**src/rtl/redun_chk_stage.sv**
```systemverilog
// Receive-side redundancy check: 4-phase in, one check register, 4-phase out; good msgs forwarded, bad dropped+counted.
// Latency rcv0_req@E0 -> snd0_req after E2; holds rcv0_ack low while in_buf is occupied (max 2 msgs buffered).
`ifndef NS_REDUN_SIZE
`define NS_REDUN_SIZE 4
`endif
`ifndef NS_ADDRESS_SIZE
`define NS_ADDRESS_SIZE 8
`endif
`ifndef NS_DATA_SIZE
`define NS_DATA_SIZE 8
`endif

module redun_chk_stage #(
  parameter int RSZ = `NS_REDUN_SIZE,
  parameter int ASZ = `NS_ADDRESS_SIZE,
  parameter int DSZ = `NS_DATA_SIZE,
  parameter int CSZ = 8
) (
  input  logic           i_clk,
  input  logic           reset_n,
  input  logic [ASZ-1:0] rcv0_src,
  input  logic [ASZ-1:0] rcv0_dst,
  input  logic [DSZ-1:0] rcv0_dat,
  input  logic [RSZ-1:0] rcv0_red,
  input  logic           rcv0_req,
  output logic           rcv0_ack,
  output logic [ASZ-1:0] snd0_src,
  output logic [ASZ-1:0] snd0_dst,
  output logic [DSZ-1:0] snd0_dat,
  output logic [RSZ-1:0] snd0_red,
  output logic           snd0_req,
  input  logic           snd0_ack,
  output logic           err_pulse,
  output logic [CSZ-1:0] err_cnt
);
  localparam int MSZ = 2*ASZ + DSZ;
  localparam int SL  = MSZ / RSZ;

  typedef struct packed {
    logic [ASZ-1:0] src;
    logic [ASZ-1:0] dst;
    logic [DSZ-1:0] dat;
  } msg_t;

  typedef enum logic       {R_IDLE, R_ACK} rstate_t;
  typedef enum logic [1:0] {S_IDLE, S_REQ, S_REL} sstate_t;

  rstate_t        r_state_q, r_state_d;
  sstate_t        s_state_q, s_state_d;
  logic           rcv0_ack_q, rcv0_ack_d;
  logic           in_full_q, in_full_d;
  msg_t           in_msg_q, in_msg_d;
  logic [RSZ-1:0] in_red_q, in_red_d;
  logic           chk_full_q, chk_full_d;
  msg_t           chk_msg_q, chk_msg_d;
  logic [RSZ-1:0] chk_red_q, chk_red_d;
  logic           chk_ok_q, chk_ok_d;
  msg_t           snd_msg_q, snd_msg_d;
  logic [RSZ-1:0] snd_red_q, snd_red_d;
  logic           snd_req_q, snd_req_d;
  logic           err_pulse_q, err_pulse_d;
  logic [CSZ-1:0] err_cnt_q, err_cnt_d;

  logic [MSZ-1:0] in_bits;
  logic [RSZ-1:0] red_calc;

  // Each redundancy bit is the NAND of one slice; the top slice absorbs the remainder bits.
  assign in_bits = in_msg_q;
  always_comb begin
    red_calc = '0;
    for (int i = 0; i < RSZ-1; i++) red_calc[i] = ~&in_bits[i*SL +: SL];
    red_calc[RSZ-1] = ~&in_bits[MSZ-1:(RSZ-1)*SL];
  end

  always_comb begin
    r_state_d   = r_state_q;
    s_state_d   = s_state_q;
    rcv0_ack_d  = rcv0_ack_q;
    in_full_d   = in_full_q;
    in_msg_d    = in_msg_q;
    in_red_d    = in_red_q;
    chk_full_d  = chk_full_q;
    chk_msg_d   = chk_msg_q;
    chk_red_d   = chk_red_q;
    chk_ok_d    = chk_ok_q;
    snd_msg_d   = snd_msg_q;
    snd_red_d   = snd_red_q;
    snd_req_d   = snd_req_q;
    err_pulse_d = 1'b0;
    err_cnt_d   = err_cnt_q;

    if (in_full_q && !chk_full_q) begin
      chk_msg_d  = in_msg_q;
      chk_red_d  = red_calc;
      chk_ok_d   = (red_calc == in_red_q);
      chk_full_d = 1'b1;
      in_full_d  = 1'b0;
    end

    // Capture decision uses the registered in_full, so no same-cycle bypass into the check stage.
    case (r_state_q)
      R_IDLE: if (rcv0_req && !in_full_q) begin
        in_msg_d.src = rcv0_src;
        in_msg_d.dst = rcv0_dst;
        in_msg_d.dat = rcv0_dat;
        in_red_d     = rcv0_red;
        in_full_d    = 1'b1;
        rcv0_ack_d   = 1'b1;
        r_state_d    = R_ACK;
      end
      R_ACK: if (!rcv0_req) begin
        rcv0_ack_d = 1'b0;
        r_state_d  = R_IDLE;
      end
      default: r_state_d = R_IDLE;
    endcase

    case (s_state_q)
      S_IDLE: if (chk_full_q) begin
        if (chk_ok_q) begin
          snd_msg_d = chk_msg_q;
          snd_red_d = chk_red_q;
          snd_req_d = 1'b1;
          s_state_d = S_REQ;
        end else begin
          chk_full_d  = 1'b0;
          err_pulse_d = 1'b1;
          if (err_cnt_q != {CSZ{1'b1}}) err_cnt_d = err_cnt_q + CSZ'(1);
        end
      end
      S_REQ: if (snd0_ack) begin
        snd_req_d = 1'b0;
        s_state_d = S_REL;
      end
      S_REL: if (!snd0_ack) begin
        chk_full_d = 1'b0;
        s_state_d  = S_IDLE;
      end
      default: s_state_d = S_IDLE;
    endcase
  end

  always_ff @(posedge i_clk or negedge reset_n) begin
    if (!reset_n) begin
      r_state_q   <= R_IDLE;
      s_state_q   <= S_IDLE;
      rcv0_ack_q  <= 1'b0;
      in_full_q   <= 1'b0;
      in_msg_q    <= '0;
      in_red_q    <= '0;
      chk_full_q  <= 1'b0;
      chk_msg_q   <= '0;
      chk_red_q   <= '0;
      chk_ok_q    <= 1'b0;
      snd_msg_q   <= '0;
      snd_red_q   <= '0;
      snd_req_q   <= 1'b0;
      err_pulse_q <= 1'b0;
      err_cnt_q   <= '0;
    end else begin
      r_state_q   <= r_state_d;
      s_state_q   <= s_state_d;
      rcv0_ack_q  <= rcv0_ack_d;
      in_full_q   <= in_full_d;
      in_msg_q    <= in_msg_d;
      in_red_q    <= in_red_d;
      chk_full_q  <= chk_full_d;
      chk_msg_q   <= chk_msg_d;
      chk_red_q   <= chk_red_d;
      chk_ok_q    <= chk_ok_d;
      snd_msg_q   <= snd_msg_d;
      snd_red_q   <= snd_red_d;
      snd_req_q   <= snd_req_d;
      err_pulse_q <= err_pulse_d;
      err_cnt_q   <= err_cnt_d;
    end
  end

  assign rcv0_ack  = rcv0_ack_q;
  assign snd0_src  = snd_msg_q.src;
  assign snd0_dst  = snd_msg_q.dst;
  assign snd0_dat  = snd_msg_q.dat;
  assign snd0_red  = snd_red_q;
  assign snd0_req  = snd_req_q;
  assign err_pulse = err_pulse_q;
  assign err_cnt   = err_cnt_q;

endmodule

```
**config.mk**
```make
export PLATFORM = sky130hd
export DESIGN_NAME = redun_chk_stage
export DESIGN_NICKNAME = d
export VERILOG_FILES = /design/src/rtl/redun_chk_stage.sv
export SDC_FILE = /design/constraint.sdc
export NUM_CORES = 1
export LEC_CHECK = 0
export ABC_CLOCK_PERIOD_IN_PS = 1400
export BUFFER_PORTS_ARGS = -buffer_cell sky130_fd_sc_hd__buf_4
export CORE_ASPECT_RATIO = 1.4
export CORE_UTILIZATION = 48
export CTS_BUF_LIST = sky130_fd_sc_hd__clkbuf_8
export CTS_CLUSTER_DIAMETER = 50
export DETAILED_ROUTE_END_ITERATION = 10
export PLACE_DENSITY = 0.73
export SLEW_MARGIN = 20
export SYNTH_ARGS = -nofsm -noshare
export SYNTH_HDL_FRONTEND = slang
export SYNTH_SLANG_ARGS = --single-unit
```
**constraint.sdc**
```tcl
create_clock -name i_clk -period 1.4 [get_ports i_clk]
set_clock_uncertainty 0.05 [all_clocks]
set_input_delay 0.07 -clock i_clk [delete_from_list [all_inputs] [get_ports i_clk]]
set_output_delay 0.07 -clock i_clk [all_outputs]
set_load 0.05 [all_outputs]
```
==> results.json <==
{
  "outcome": "complete, but fails checks",
  "violations": "setup timing",
  "seq_area_frac_synth_pct": 63.4,
  "clock.fmax_ghz": 0.666,
  "path_delay_family": "flip-flops",
  "drt_iter0_markers": 98,
  "num_vias": 2617,
  "area_growth_pct": 42.1,
  "antenna_found_initial": 0,
  "relSlewSlack_pct": 70.9,
  "power.leakage_nw": 2.66,
  "whs_ps": 140,
  "rsz0062_at_grt": "yes",
  "p_total_mw": 12.7,
  "cts_buffers": 9,
  "hold_class": "in2async",
  "tightest_slew_ps": 437,
  "r2r_start": "s_state_q[0]$_DFFE_PN0P_",
  "cp_slowest_cell": "dfrtp_2",
  "routed_wl_mm": 8.47,
  "syn-num-nets": 305,
  "cts.sinks": 101,
  "placed_area_mm2": 0.00484,
  "grt_overflow": 0,
  "crit_fanout": 14,
  "drc": 0,
  "wire_per_inst_um": 16.7,
  "synth.avg_cell_area_um2": 14.7,
  "clock_latency_ps": 360,
  "finalCritPeriodShare_pct": 107,
  "vias_per_cell": 5.16,
  "drv_slew": 0,
  "io_pins": 71,
  "rows": 39,
  "die_h_um": 110,
  "async_flop_share_pct": 100,
  "ys_ff_latch": 101,
  "crit_required_ps": 1590,
  "power.density_mw_per_mm2": 2230,
  "firstDrtPassIters": 4,
  "cts_tree": "done",
  "setup_violations": 31,
  "grt_pass1_vias": 2746,
  "dp_hpwl_mm": 5.30,
  "synth_edf_count": 0,
  "fin_crit_ps": 1500,
  "fp.dieW_um": 79.0,
  "cp-startpoint": "s_state_q[0]$_DFFE_PN0P_",
  "timing.rr.end": "snd0_dat[5]$_DFFE_PN0P_",
  "core_mm2": 0.00810,
  "slowest_delay_ps": 430,
  "grt_max_degree": 38,
  "yosysWarningCount": 0,
  "maxCapViolCount": 0,
  "die_area_mm2": 0.00868,
  "diodes": 0,
  "worst_slack_ps": -100,
  "reg2reg_depth": 3,
  "synth_cells": 272,
  "cp_cell_sequence": "and4bb_4 -> buf_12 -> mux2_4",
  "htree_num_levels": 3,
  "synthFlopType": "dfrtp_1",
  "fin_nets": 433,
  "synth_cell_types": 31,
  "start_kind": "register",
  "start_util_pct": 49.2,
  "drive_above_1_share_pct": 53.1,
  "hold_viol_final": 0,
  "critical_path_class": "reg2reg",
  "grt_usage_pct": 20.2,
  "clk_transition_reported_paths_ps": 100,
  "worst_setup_path_end_kind": "register",
  "r2r_setup_slack_ps": -100,
  "peakVddDrop_v": 0.00146,
  "clockBufferDepth": 2,
  "cp.arrival_ps": 1690,
  "syn_area_mm2": 0.00399,
  "fin_area_mm2": 0.00567,
  "root_buffer": "clkbuf_8",
  "antenna_left": 0,
  "grt_first_pass_wirelength_mm": 13.1,
  "io_buffers": 70,
  "place_congestion": 0.776,
  "critPathBufInv": 1
}
[synthesized netlist by cell type (2+ instances only)]
| cell type | n | share of area (%) |
|---|---|---|
| dfrtp_1 | 101 | 63 |
| mux2_2 | 69 | 19 |
| nand2_1 | 18 | 1.7 |
| o21ai_0 | 11 | 1.4 |
| mux2_4 | 9 | 3.4 |
| buf_2 | 7 | 0.88 |
| nand4_1 | 7 | 1.1 |
| nor2_1 | 7 | 0.66 |
| inv_1 | 6 | 0.56 |
| xnor2_1 | 6 | 1.3 |
| xor2_1 | 4 | 0.88 |
| nand3_1 | 3 | 0.38 |
| nor3_1 | 3 | 0.38 |
| buf_6 | 2 | 0.56 |
| clkbuf_1 | 2 | 0.19 |
| or3_1 | 2 | 0.31 |
[routing by layer]
metal  share of wire, %  track usage [%]  wire [um]
met3                2.5             2.74        213
met4                1.8             10.3        155
met5                  0                0          0
met1                 42             24.0       3570
met2                 53             35.5       4530
[registers in the layout, indices dropped and copies added (netlist names)]
signal,count
chk_full_q,1
chk_msg_q,24
chk_ok_q,1
chk_red_q,4
err_cnt,8
err_pulse,1
in_bits,24
in_full_q,1
in_red_q,4
r_state_q,1
rcv0_ack,1
s_state_q,2
snd0_dat,8
snd0_dst,8
snd0_red,4
snd0_req,1
snd0_src,8
[layout by cell type, fill, tap and decap left out, types with 3 or more instances in the layout]
cell / n
buf_12: 4
nor3_2: 3
mux2_4: 51
nand2_1: 16
xnor2_1: 6
inv_1: 6
clkbuf_8: 10
mux2_2: 27
dfrtp_2: 10
dlygate4sd3_1: 31
nand4_1: 7
dfrtp_1: 91
o21ai_0: 9
nor2_1: 7
xor2_1: 4
buf_4: 87
[where the power goes]
part	leakage [nW]	switching, mW	internal, mW
clock	0.0991	1.00	0.887
combinational	1.33	2.82	2.84
sequential	1.23	0.892	4.22
total	2.66	4.71	7.95
[cell type report]
type	count	area (um2)
Clock buffer	10	138
Clock inverter	6	71.3
Fill cell	589	2430
Inverter	6	22.5
Multi-Input combinational cell	154	1610
Sequential cell	101	2540
Tap cell	102	128
Timing Repair Buffer	128	1160
[worst max-delay path by stage]
stage,endpoint,slack (ps),cells after the start
final,snd0_dat[5]$_DFFE_PN0P_,-100,3
after global routing,err_cnt[5]$_DFFE_PN0P_,-150,4
after CTS,snd0_src[0]$_DFFE_PN0P_,-100,3
after detailed placement,snd0_dst[4]$_DFFE_PN0P_,-100,3
after global placement,err_cnt[4]$_DFFE_PN0P_,-70,4
after floorplan,snd0_dat[4]$_DFFE_PN0P_,-90,4
[through the flow]
step	worst slack [ps]	cells	utilization [%]	TNS [ps]
after floorplan	-87.0	272	-	-1640
after global placement	-69.2	454	59.8	-2610
after detailed placement	-104	454	59.8	-3540
after CTS	-101	505	67.7	-2260
after global routing	-149	507	70.0	-3460
final	-100	507	70.0	-1980
[worst reg2reg max path: stages, from the launching register on]
cell and delay, ps:
dfrtp_2 430, and4bb_4 400, buf_12 180, mux2_4 320
[repair_timing]
| action | in CTS | in global routing |
|---|---|---|
| gates resized for setup | 20 | 38 |
| buffers inserted | 3 | 1 |
| endpoints found under the setup margin | 56 | 52 |
| hold endpoints to repair | 100 | 0 |
| cloned | 1 | 2 |
| hold buffers | 31 | 0 |
| pin swaps | 2 | 12 |
[cell families (layout without fill, tap and decap cells)]
family | after synthesis | after routing | synth area share [%]
simple gates | 44 | 44 | 5.74
mux | 78 | 78 | 22.9
xor+xnor | 10 | 10 | 2.20
flops | 101 | 101 | 63.4
compound gates | 21 | 21 | 3.29
buf+inv | 17 | 150 | 2.20
fa+ha+maj | 1 | 1 | 0.314
(Power assumes the default switching activity.)
